`src/rtl/rst_sequencer.sv`:
```
// Reset sequencer behind the clock manager. It synchronises the lock indication, then releases
// the peripheral reset and the core reset in order, and counts lock-loss events.
`timescale 1ns/1ps

module rst_sequencer #(
    parameter int unsigned LOCK_STABLE_CYCLES = 16,
    parameter int unsigned CORE_DELAY_CYCLES  = 8,
    parameter int unsigned SW_RST_CYCLES      = 4
) (
    input  logic       CLK_IN,
    input  logic       RST_N_IN,
    input  logic       LOCKED_IN,
    input  logic       SW_RST_REQ_IN,
    output logic       RST_PERIPH_OUT,
    output logic       RST_CORE_OUT,
    output logic       READY_OUT,
    output logic [2:0] STATE_OUT,
    output logic [3:0] LOSS_CNT_OUT
);

    localparam int unsigned MAX_AB  = (LOCK_STABLE_CYCLES > CORE_DELAY_CYCLES) ?
                                      LOCK_STABLE_CYCLES : CORE_DELAY_CYCLES;
    localparam int unsigned MAX_CYC = (MAX_AB > SW_RST_CYCLES) ? MAX_AB : SW_RST_CYCLES;
    localparam int unsigned CNT_W   = (MAX_CYC > 1) ? $clog2(MAX_CYC) : 1;
    localparam int unsigned LOSS_W  = 4;

    typedef enum logic [2:0] {
        S_HOLD   = 3'd0,
        S_STABLE = 3'd1,
        S_PERIPH = 3'd2,
        S_RUN    = 3'd3,
        S_SWRST  = 3'd4
    } state_t;

    state_t              state, state_nxt;
    logic [CNT_W-1:0]    cnt, cnt_nxt;
    logic [LOSS_W-1:0]   loss_cnt, loss_nxt;
    logic                meta, lock_sync;
    logic                periph_nxt, core_nxt, ready_nxt;

    // State register, lock synchroniser and registered outputs
    always_ff @(posedge CLK_IN or negedge RST_N_IN) begin
        if (!RST_N_IN) begin
            meta           <= 1'b0;
            lock_sync      <= 1'b0;
            state          <= S_HOLD;
            cnt            <= '0;
            loss_cnt       <= '0;
            RST_PERIPH_OUT <= 1'b1;
            RST_CORE_OUT   <= 1'b1;
            READY_OUT      <= 1'b0;
        end else begin
            meta           <= LOCKED_IN;
            lock_sync      <= meta;
            state          <= state_nxt;
            cnt            <= cnt_nxt;
            loss_cnt       <= loss_nxt;
            RST_PERIPH_OUT <= periph_nxt;
            RST_CORE_OUT   <= core_nxt;
            READY_OUT      <= ready_nxt;
        end
    end

    // Next state, counter and output decode; lock loss overrides every other transition
    always_comb begin
        state_nxt  = state;
        cnt_nxt    = cnt;
        loss_nxt   = loss_cnt;
        periph_nxt = 1'b1;
        core_nxt   = 1'b1;
        ready_nxt  = 1'b0;

        if ((state != S_HOLD) && !lock_sync) begin
            state_nxt = S_HOLD;
            if (loss_cnt != {LOSS_W{1'b1}}) begin
                loss_nxt = loss_cnt + LOSS_W'(1);
            end
        end else begin
            case (state)
                S_HOLD: begin
                    if (lock_sync) state_nxt = S_STABLE;
                end
                S_STABLE: begin
                    if (cnt == CNT_W'(LOCK_STABLE_CYCLES - 1)) state_nxt = S_PERIPH;
                    else                                        cnt_nxt   = cnt + CNT_W'(1);
                end
                S_PERIPH: begin
                    if (cnt == CNT_W'(CORE_DELAY_CYCLES - 1)) state_nxt = S_RUN;
                    else                                       cnt_nxt   = cnt + CNT_W'(1);
                end
                S_RUN: begin
                    if (SW_RST_REQ_IN) state_nxt = S_SWRST;
                end
                S_SWRST: begin
                    if (cnt == CNT_W'(SW_RST_CYCLES - 1)) state_nxt = S_PERIPH;
                    else                                   cnt_nxt   = cnt + CNT_W'(1);
                end
                default: state_nxt = S_HOLD;
            endcase
        end

        // Every state entry restarts the shared counter
        if (state_nxt != state) cnt_nxt = '0;

        case (state_nxt)
            S_PERIPH: periph_nxt = 1'b0;
            S_RUN: begin
                periph_nxt = 1'b0;
                core_nxt   = 1'b0;
                ready_nxt  = 1'b1;
            end
            default: ;
        endcase
    end

    assign STATE_OUT    = state;
    assign LOSS_CNT_OUT = loss_cnt;

endmodule
```
`config.mk`:
```
export PLATFORM = sky130hd
export DESIGN_NAME = rst_sequencer
export DESIGN_NICKNAME = d
export VERILOG_FILES = /design/src/rtl/rst_sequencer.sv
export SDC_FILE = /design/constraint.sdc
export NUM_CORES = 1
export LEC_CHECK = 0
export ABC_CLOCK_PERIOD_IN_PS = 1690
export CORE_MARGIN = 2
export CORE_UTILIZATION = 47
export CTS_CLUSTER_SIZE = 14
export DETAILED_ROUTE_END_ITERATION = 16
export HOLD_SLACK_MARGIN = 0.1
export PLACE_DENSITY = 0.74
export SLEW_MARGIN = 20
export SYNTH_ARGS = -nofsm -noshare
export SYNTH_HDL_FRONTEND = slang
export SYNTH_SLANG_ARGS = --single-unit
```
`constraint.sdc`:
```
create_clock -name CLK_IN -period 1.69 [get_ports CLK_IN]
set_input_delay 0.338 -clock CLK_IN [delete_from_list [all_inputs] [get_ports CLK_IN]]
set_output_delay 0.338 -clock CLK_IN [all_outputs]
set_load 0.1 [all_outputs]
```
==> qor.json, run 1 <==
{
  "drt": {
    "drt-vias-per-instance": 5.44,
    "wl_per_cell_um": 14.2,
    "route.detailed.drc": 0,
    "drt_iter0_markers": 10,
    "routed_wire_length_um": 2090,
    "post_drt_antenna_nets": 0,
    "route.vias.total": 800,
    "detailedRoute.firstPassIterationCount": 4
  },
  "status": {
    "run_status": "finished, violations left",
    "failing_checks": "setup timing"
  },
  "cts": {
    "clkTransAtPathRegs_ns": 0.09,
    "numCtsBuffers": 3,
    "clock_sinks": 16,
    "cts-htree-levels": 1,
    "clock-root-buffer": "sky130_fd_sc_hd__clkbuf_4",
    "cts.path.max_buffers": 2,
    "clkLatencyLatePin_ns": 0.29,
    "tritoncts": "done"
  },
  "pwr": {
    "power.static_leakage_uw": 0.000583,
    "ir_worst_vdd_mv": 1.83,
    "total_power_uw": 1600,
    "power_per_cell_area_mw_per_mm2": 1140
  },
  "yosys": {
    "syn_area_um2": 917,
    "cell_count_after_synthesis": 90,
    "edff_count_synth": 0,
    "synth_top_cell_area_share_pct": 38.2,
    "synth_top_area_cell": "sky130_fd_sc_hd__dfrtp_1",
    "postSynthRegisterBits": 16,
    "synth.area.top_cells": "sky130_fd_sc_hd__dfrtp_1 (38%), sky130_fd_sc_hd__dfstp_2 (5.7%), sky130_fd_sc_hd__mux2_2 (3.7%)",
    "synth.yosys.seq_area_share_pct": 43.9,
    "yosys_warnings": 0,
    "post_synth.cell_area_avg_um2": 10.2,
    "synthesis.nets": 96,
    "synth.lib_cells_used.distinct": 39,
    "synthFlopType": "sky130_fd_sc_hd__dfrtp_1",
    "async_flop_share_pct": 100
  },
  "sta": {
    "rsz_0062_raised_after_global_routing": "true",
    "slew_viol_final": 0,
    "final_setup_tns_ns": -0.251,
    "finalSetupViolations": 4,
    "final.min_clock_period_ns": 1.77,
    "post-route-period-util_pct": 105,
    "fmax_ghz": 0.564,
    "slew-limit-headroom_pct": 73.3,
    "final.setup_skew_ns": 0.00500,
    "transition_time_at_the_pin_with_the_least_slew_margin_ns": 0.400,
    "postLayoutSetupSlackWorst_ns": -0.0819,
    "timing_hold_violations_final": 0
  },
  "setup_path": {
    "critical_path.endpoint_type": "register",
    "worst-path-buf-inv": 1,
    "path_class": "reg -> reg",
    "critical-path-max-stage-delay_ns": 0.45,
    "largest_delay_share_family_worst_path": "simple AND/OR/NAND/NOR gates",
    "cp_data_required_time_ns": 1.92,
    "setup.worst_path.start_class": "register",
    "timing.reg2reg.setup_slack_ns": -0.08,
    "max_fanout_on_critical_path": 5,
    "cp_max_delay_cell": "sky130_fd_sc_hd__dfrtp_4",
    "worst_ep_arrival_time_ns": 2.00,
    "worstPathCellList": "buf_4 > or3b_4 > o21ai_2 > o311ai_4 > or3_1 > a21oi_2"
  },
  "layout": {
    "final_common_cell": "sky130_fd_sc_hd__buf_4",
    "fin_area_mm2": 0.00140,
    "layout_common_cells": "sky130_fd_sc_hd__buf_4 (21), sky130_fd_sc_hd__buf_12 (10), sky130_fd_sc_hd__dfrtp_1 (8), sky130_fd_sc_hd__nor2_1 (7), sky130_fd_sc_hd__dfrtp_4 (5)",
    "insertedDiodeCount": 0,
    "net_count_final": 129,
    "post_route_cells_drive_above_1_share_pct": 48.4,
    "finish.utilization_pct": 78.5,
    "layout-area-overhead-vs-synth_pct": 52.5
  },
  "place": {
    "gp_congestion": 0.811,
    "dp_hpwl_um": 1510,
    "placement.io_buffers": 13,
    "placed_cell_area_mm2": 0.00132
  },
  "global_routing": {
    "grt_antenna_before_repair": 0,
    "grtUsageTotal_pct": 19.4,
    "largest_net_degree_at_the_start_of_global_routing": 17,
    "globalRouteOverflowTotal": 0,
    "grt_first_pass_wirelength_um": 3030,
    "grt_pass1_vias": 692
  },
  "floorplanning": {
    "core_mm2": 0.00178,
    "std_cell_rows": 15,
    "dieArea_mm2": 0.00232,
    "initial_core_util_pct": 51.4,
    "die-height_um": 48.2,
    "die_w_um": 48.2,
    "design.portCount": 14
  },
  "min_path": {
    "hold_path_class": "in -> async"
  },
  "flow_run": {
    "cap_viol_max_count": 0
  }
}
==> per-stage QoR <==
| stage | worst slack (ns) | hold slack, ns | std cells |
|---|---|---|---|
| detailed placement | -0.347 | 0.340 | 140 |
| floorplan | -0.157 | 0.0424 | 90 |
| global route | -0.131 | 0.366 | 147 |
| global placement | -0.275 | 0.337 | 140 |
| finish | -0.0819 | 0.358 | 147 |
| CTS | -0.0995 | 0.352 | 145 |
==> area by class of cell <==
cell class	count	area (um2)
inverters	3	11.3
well taps	25	31.3
repair buffers	34	388
flip-flops and latches	16	423
multi-input cells	65	509
clock buffers	4	36.3
fillers	123	384
==> power breakdown <==
| group | internal [uW] | switching, uW |
|---|---|---|
| clock | 131 | 125 |
| sequential | 460 | 80.4 |
| combinational | 309 | 493 |
| total | 901 | 697 |
==> final timing paths <==
path,startpoint,endpoint,cells after the start
max,STATE_OUT[0],cnt[3],6
min,RST_N_IN,STATE_OUT[0],2
max reg2reg,STATE_OUT[0],cnt[3],6
min reg2reg,meta,lock_sync,0
max in group asynchronous,RST_N_IN,RST_PERIPH_OUT,2
min in group CLK_IN,meta,lock_sync,0
==> routing by layer <==
layer | share of wire, % | up-vias | GRT usage (%)
li1 | - | 389 | -
met1 | 46 | 379 | 27.6
met2 | 47 | 27 | 28.7
met3 | 5.1 | 5 | 3.70
met4 | 2.0 | 0 | 8.65
met5 | 0 | - | 0
==> cell usage after synthesis (all sizes together), types with 2 or more instances <==
master	number
dfrtp	14
nor2	8
buf	6
nand2	5
a21oi	4
o21ai	4
a221o	3
inv	3
mux2	3
nand2b	3
nor2b	3
xnor2	3
a311oi	2
dfstp	2
ha	2
o21a	2
o311ai	2
or2	2
or3	2
xor2	2
==> timing repair <==
| item | CTS | global route |
|---|---|---|
| resized for setup | 1 | 6 |
| hold buffers | 0 | 0 |
| pin swaps | 1 | 7 |
| setup buffers | 1 | 2 |
| endpoints found under the setup margin | 5 | 5 |
==> flip-flops by register name (all words and copies together) (netlist names) <==
signal,flops
RST_PERIPH_OUT,1
lock_sync,1
STATE_OUT,3
READY_OUT,1
LOSS_CNT_OUT,4
cnt,4
RST_CORE_OUT,1
meta,1
==> cells by family after synthesis <==
family | after synthesis | synth area share, %
xor+xnor | 5 | 4.78
compound gates | 22 | 19.8
fa+ha+maj | 2 | 2.73
simple gates | 32 | 19.0
buf+inv | 9 | 5.05
mux | 4 | 4.77
flops | 16 | 43.9
No activity file was read; power rests on OpenSTA's default activity.
==> inputs of run 2 (changes only) <==
--- a/config.mk
+++ b/config.mk
@@ -11,6 +11,7 @@
 export CTS_CLUSTER_SIZE = 14
 export DETAILED_ROUTE_END_ITERATION = 16
 export HOLD_SLACK_MARGIN = 0.1
+export MAX_ROUTING_LAYER = met4
 export PLACE_DENSITY = 0.74
 export SLEW_MARGIN = 20
 export SYNTH_ARGS = -nofsm -noshare
==> run 2 against run 1 <==
  * The run still ends with setup timing left
  * Largest cell class unchanged
  * Setup slack worse by 0.015 ns
  * Critical path depth unchanged
  * Maximum frequency down 0.82%
  * Critical endpoint unchanged
  * Largest power group unchanged
  * Non-clock buffer count unchanged
  * Via count down 0.88%
  * Design area unchanged
  * Core utilization unchanged
==> qor.json, run 2 (synthesized netlist as in run 1, its figures left out) <==
{
  "layout": {
    "layout_common_cells": "sky130_fd_sc_hd__buf_4 (21), sky130_fd_sc_hd__buf_12 (10), sky130_fd_sc_hd__dfrtp_1 (8), sky130_fd_sc_hd__nor2_1 (7), sky130_fd_sc_hd__dfrtp_4 (5)",
    "post_layout_nonfiller_instances": 147,
    "insertedDiodeCount": 0,
    "post_route_cells_drive_above_1_share_pct": 48.4,
    "multiInputGateArea_um2": 509,
    "final_common_cell": "sky130_fd_sc_hd__buf_4",
    "fill_cells": 123,
    "seqCellArea_um2": 423,
    "layout-area-overhead-vs-synth_pct": 52.5,
    "net_count_final": 129,
    "fin_area_mm2": 0.00140
  },
  "global_routing": {
    "grtUsageTotal_pct": 20.0,
    "globalRouteOverflowTotal": 0,
    "grt_pass1_vias": 694,
    "largest_net_degree_at_the_start_of_global_routing": 17,
    "grt_antenna_before_repair": 0,
    "grt_first_pass_wirelength_um": 3030
  },
  "floorplanning": {
    "die-height_um": 48.2,
    "dieArea_mm2": 0.00232,
    "initial_core_util_pct": 51.4,
    "design.portCount": 14,
    "std_cell_rows": 15,
    "core_mm2": 0.00178,
    "die_w_um": 48.2
  },
  "setup_path": {
    "worstRegToRegCells": 6,
    "largest_delay_share_family_worst_path": "simple AND/OR/NAND/NOR gates",
    "number_of_cells_on_the_critical_path": 6,
    "regToRegStartpoint": "STATE_OUT[0]",
    "cp_max_delay_cell": "sky130_fd_sc_hd__dfrtp_4",
    "worst-path-buf-inv": 1,
    "setup.worst_path.start_class": "register",
    "critical_path.endpoint_type": "register",
    "worst_ep_arrival_time_ns": 2.01,
    "timing.reg2reg.setup_slack_ns": -0.1,
    "max_fanout_on_critical_path": 5,
    "worstPathCellList": "buf_4 > or3b_4 > o21ai_2 > o311ai_4 > or3_1 > a21oi_2",
    "endpoint": "cnt[3]",
    "cp_data_required_time_ns": 1.92,
    "regToRegEndpoint": "cnt[3]",
    "path_class": "reg -> reg",
    "critical-path-max-stage-delay_ns": 0.46,
    "crit_path_start": "STATE_OUT[0]"
  },
  "drt": {
    "wl_per_cell_um": 14.1,
    "post_drt_antenna_nets": 0,
    "drt-vias-per-instance": 5.39,
    "drt_iter0_markers": 16,
    "route.detailed.drc": 0,
    "route.vias.total": 793,
    "detailedRoute.firstPassIterationCount": 4,
    "routed_wire_length_um": 2070
  },
  "place": {
    "placed_cell_area_mm2": 0.00132,
    "placed_cells": 140,
    "dp_hpwl_um": 1510,
    "placement.io_buffers": 13,
    "gp_congestion": 0.823
  },
  "cts": {
    "clkTransAtPathRegs_ns": 0.10,
    "clkLatencyLatePin_ns": 0.30,
    "numCtsBuffers": 3,
    "tritoncts": "done",
    "clock_sinks": 16,
    "cts-htree-levels": 1,
    "clock-root-buffer": "sky130_fd_sc_hd__clkbuf_4",
    "cts.path.max_buffers": 2
  },
  "sta": {
    "final.setup_skew_ns": 0.00794,
    "postLayoutSetupSlackWorst_ns": -0.0967,
    "slew-limit-headroom_pct": 73.3,
    "post-route-period-util_pct": 106,
    "transition_time_at_the_pin_with_the_least_slew_margin_ns": 0.400,
    "timing_hold_violations_final": 0,
    "rsz_0062_raised_after_global_routing": "true",
    "slew_viol_final": 0,
    "final.min_clock_period_ns": 1.79,
    "finalSetupViolations": 4,
    "fmax_ghz": 0.560
  },
  "status": {
    "failing_checks": "setup timing",
    "run_status": "finished, violations left"
  },
  "pwr": {
    "power_per_cell_area_mw_per_mm2": 1140,
    "total_power_uw": 1600,
    "power.static_leakage_uw": 0.000583,
    "ir_worst_vdd_mv": 1.83
  },
  "flow_run": {
    "cap_viol_max_count": 0
  },
  "min_path": {
    "hold_path_class": "in -> async"
  }
}
run 2: repair_timing:
action / 4_1_cts / 5_1_grt
gates resized for setup: 1 / 6
buffers inserted: 1 / 2
pin swaps: 1 / 7
setup endpoints to repair: 5 / 5
hold buffers: 0 / 0
run 2: report_power, final:
| part | switching (uW) | total, uW | internal (uW) | leakage (uW) |
|---|---|---|---|---|
| Combinational | 492 | 802 | 309 | 0.000370 |
| Sequential | 80.6 | 541 | 460 | 0.000192 |
| Clock | 127 | 259 | 131 | 0.0000210 |
run 2: per-stage QoR:
step / setup slack (ns) / TNS [ns] / util [%] / hold slack (ns)
after floorplan: -0.157 / -0.656 / - / 0.0424
after global placement: -0.275 / -0.796 / 73.9 / 0.337
after detailed placement: -0.347 / -1.03 / 73.9 / 0.340
after CTS: -0.0995 / -0.319 / 76.5 / 0.352
after global routing: -0.131 / -0.484 / 78.5 / 0.366
final: -0.0967 / -0.282 / 78.5 / 0.351
run 2: cell type report:
cell class / instances / area share [%]
sequential: 16 / 30.2
multi-input combinational: 65 / 36.4
inverter: 3 / 0.805
clock buffer: 4 / 2.59
tap: 25 / 2.24
timing repair buffer: 34 / 27.7
run 2: routing by layer:
metal	vias to the layer above	wire length, um	track usage, %
met3	3	83	3.70
met5	-	0	-
met1	377	957	27.6
met4	0	28	8.65
li1	390	-	-
met2	23	1000	28.7
run 2: worst min-delay path by stage:
stage                        start  slack (ns)         endpoint  cells past startpoint
final                     RST_N_IN        0.35  LOSS_CNT_OUT[3]                      2
after global placement        meta        0.34        lock_sync                      0
after global routing          meta        0.37        lock_sync                      0
after detailed placement      meta        0.34        lock_sync                      0
after floorplan           RST_N_IN        0.04  LOSS_CNT_OUT[2]                      0
after CTS                 RST_N_IN        0.35     STATE_OUT[1]                      2
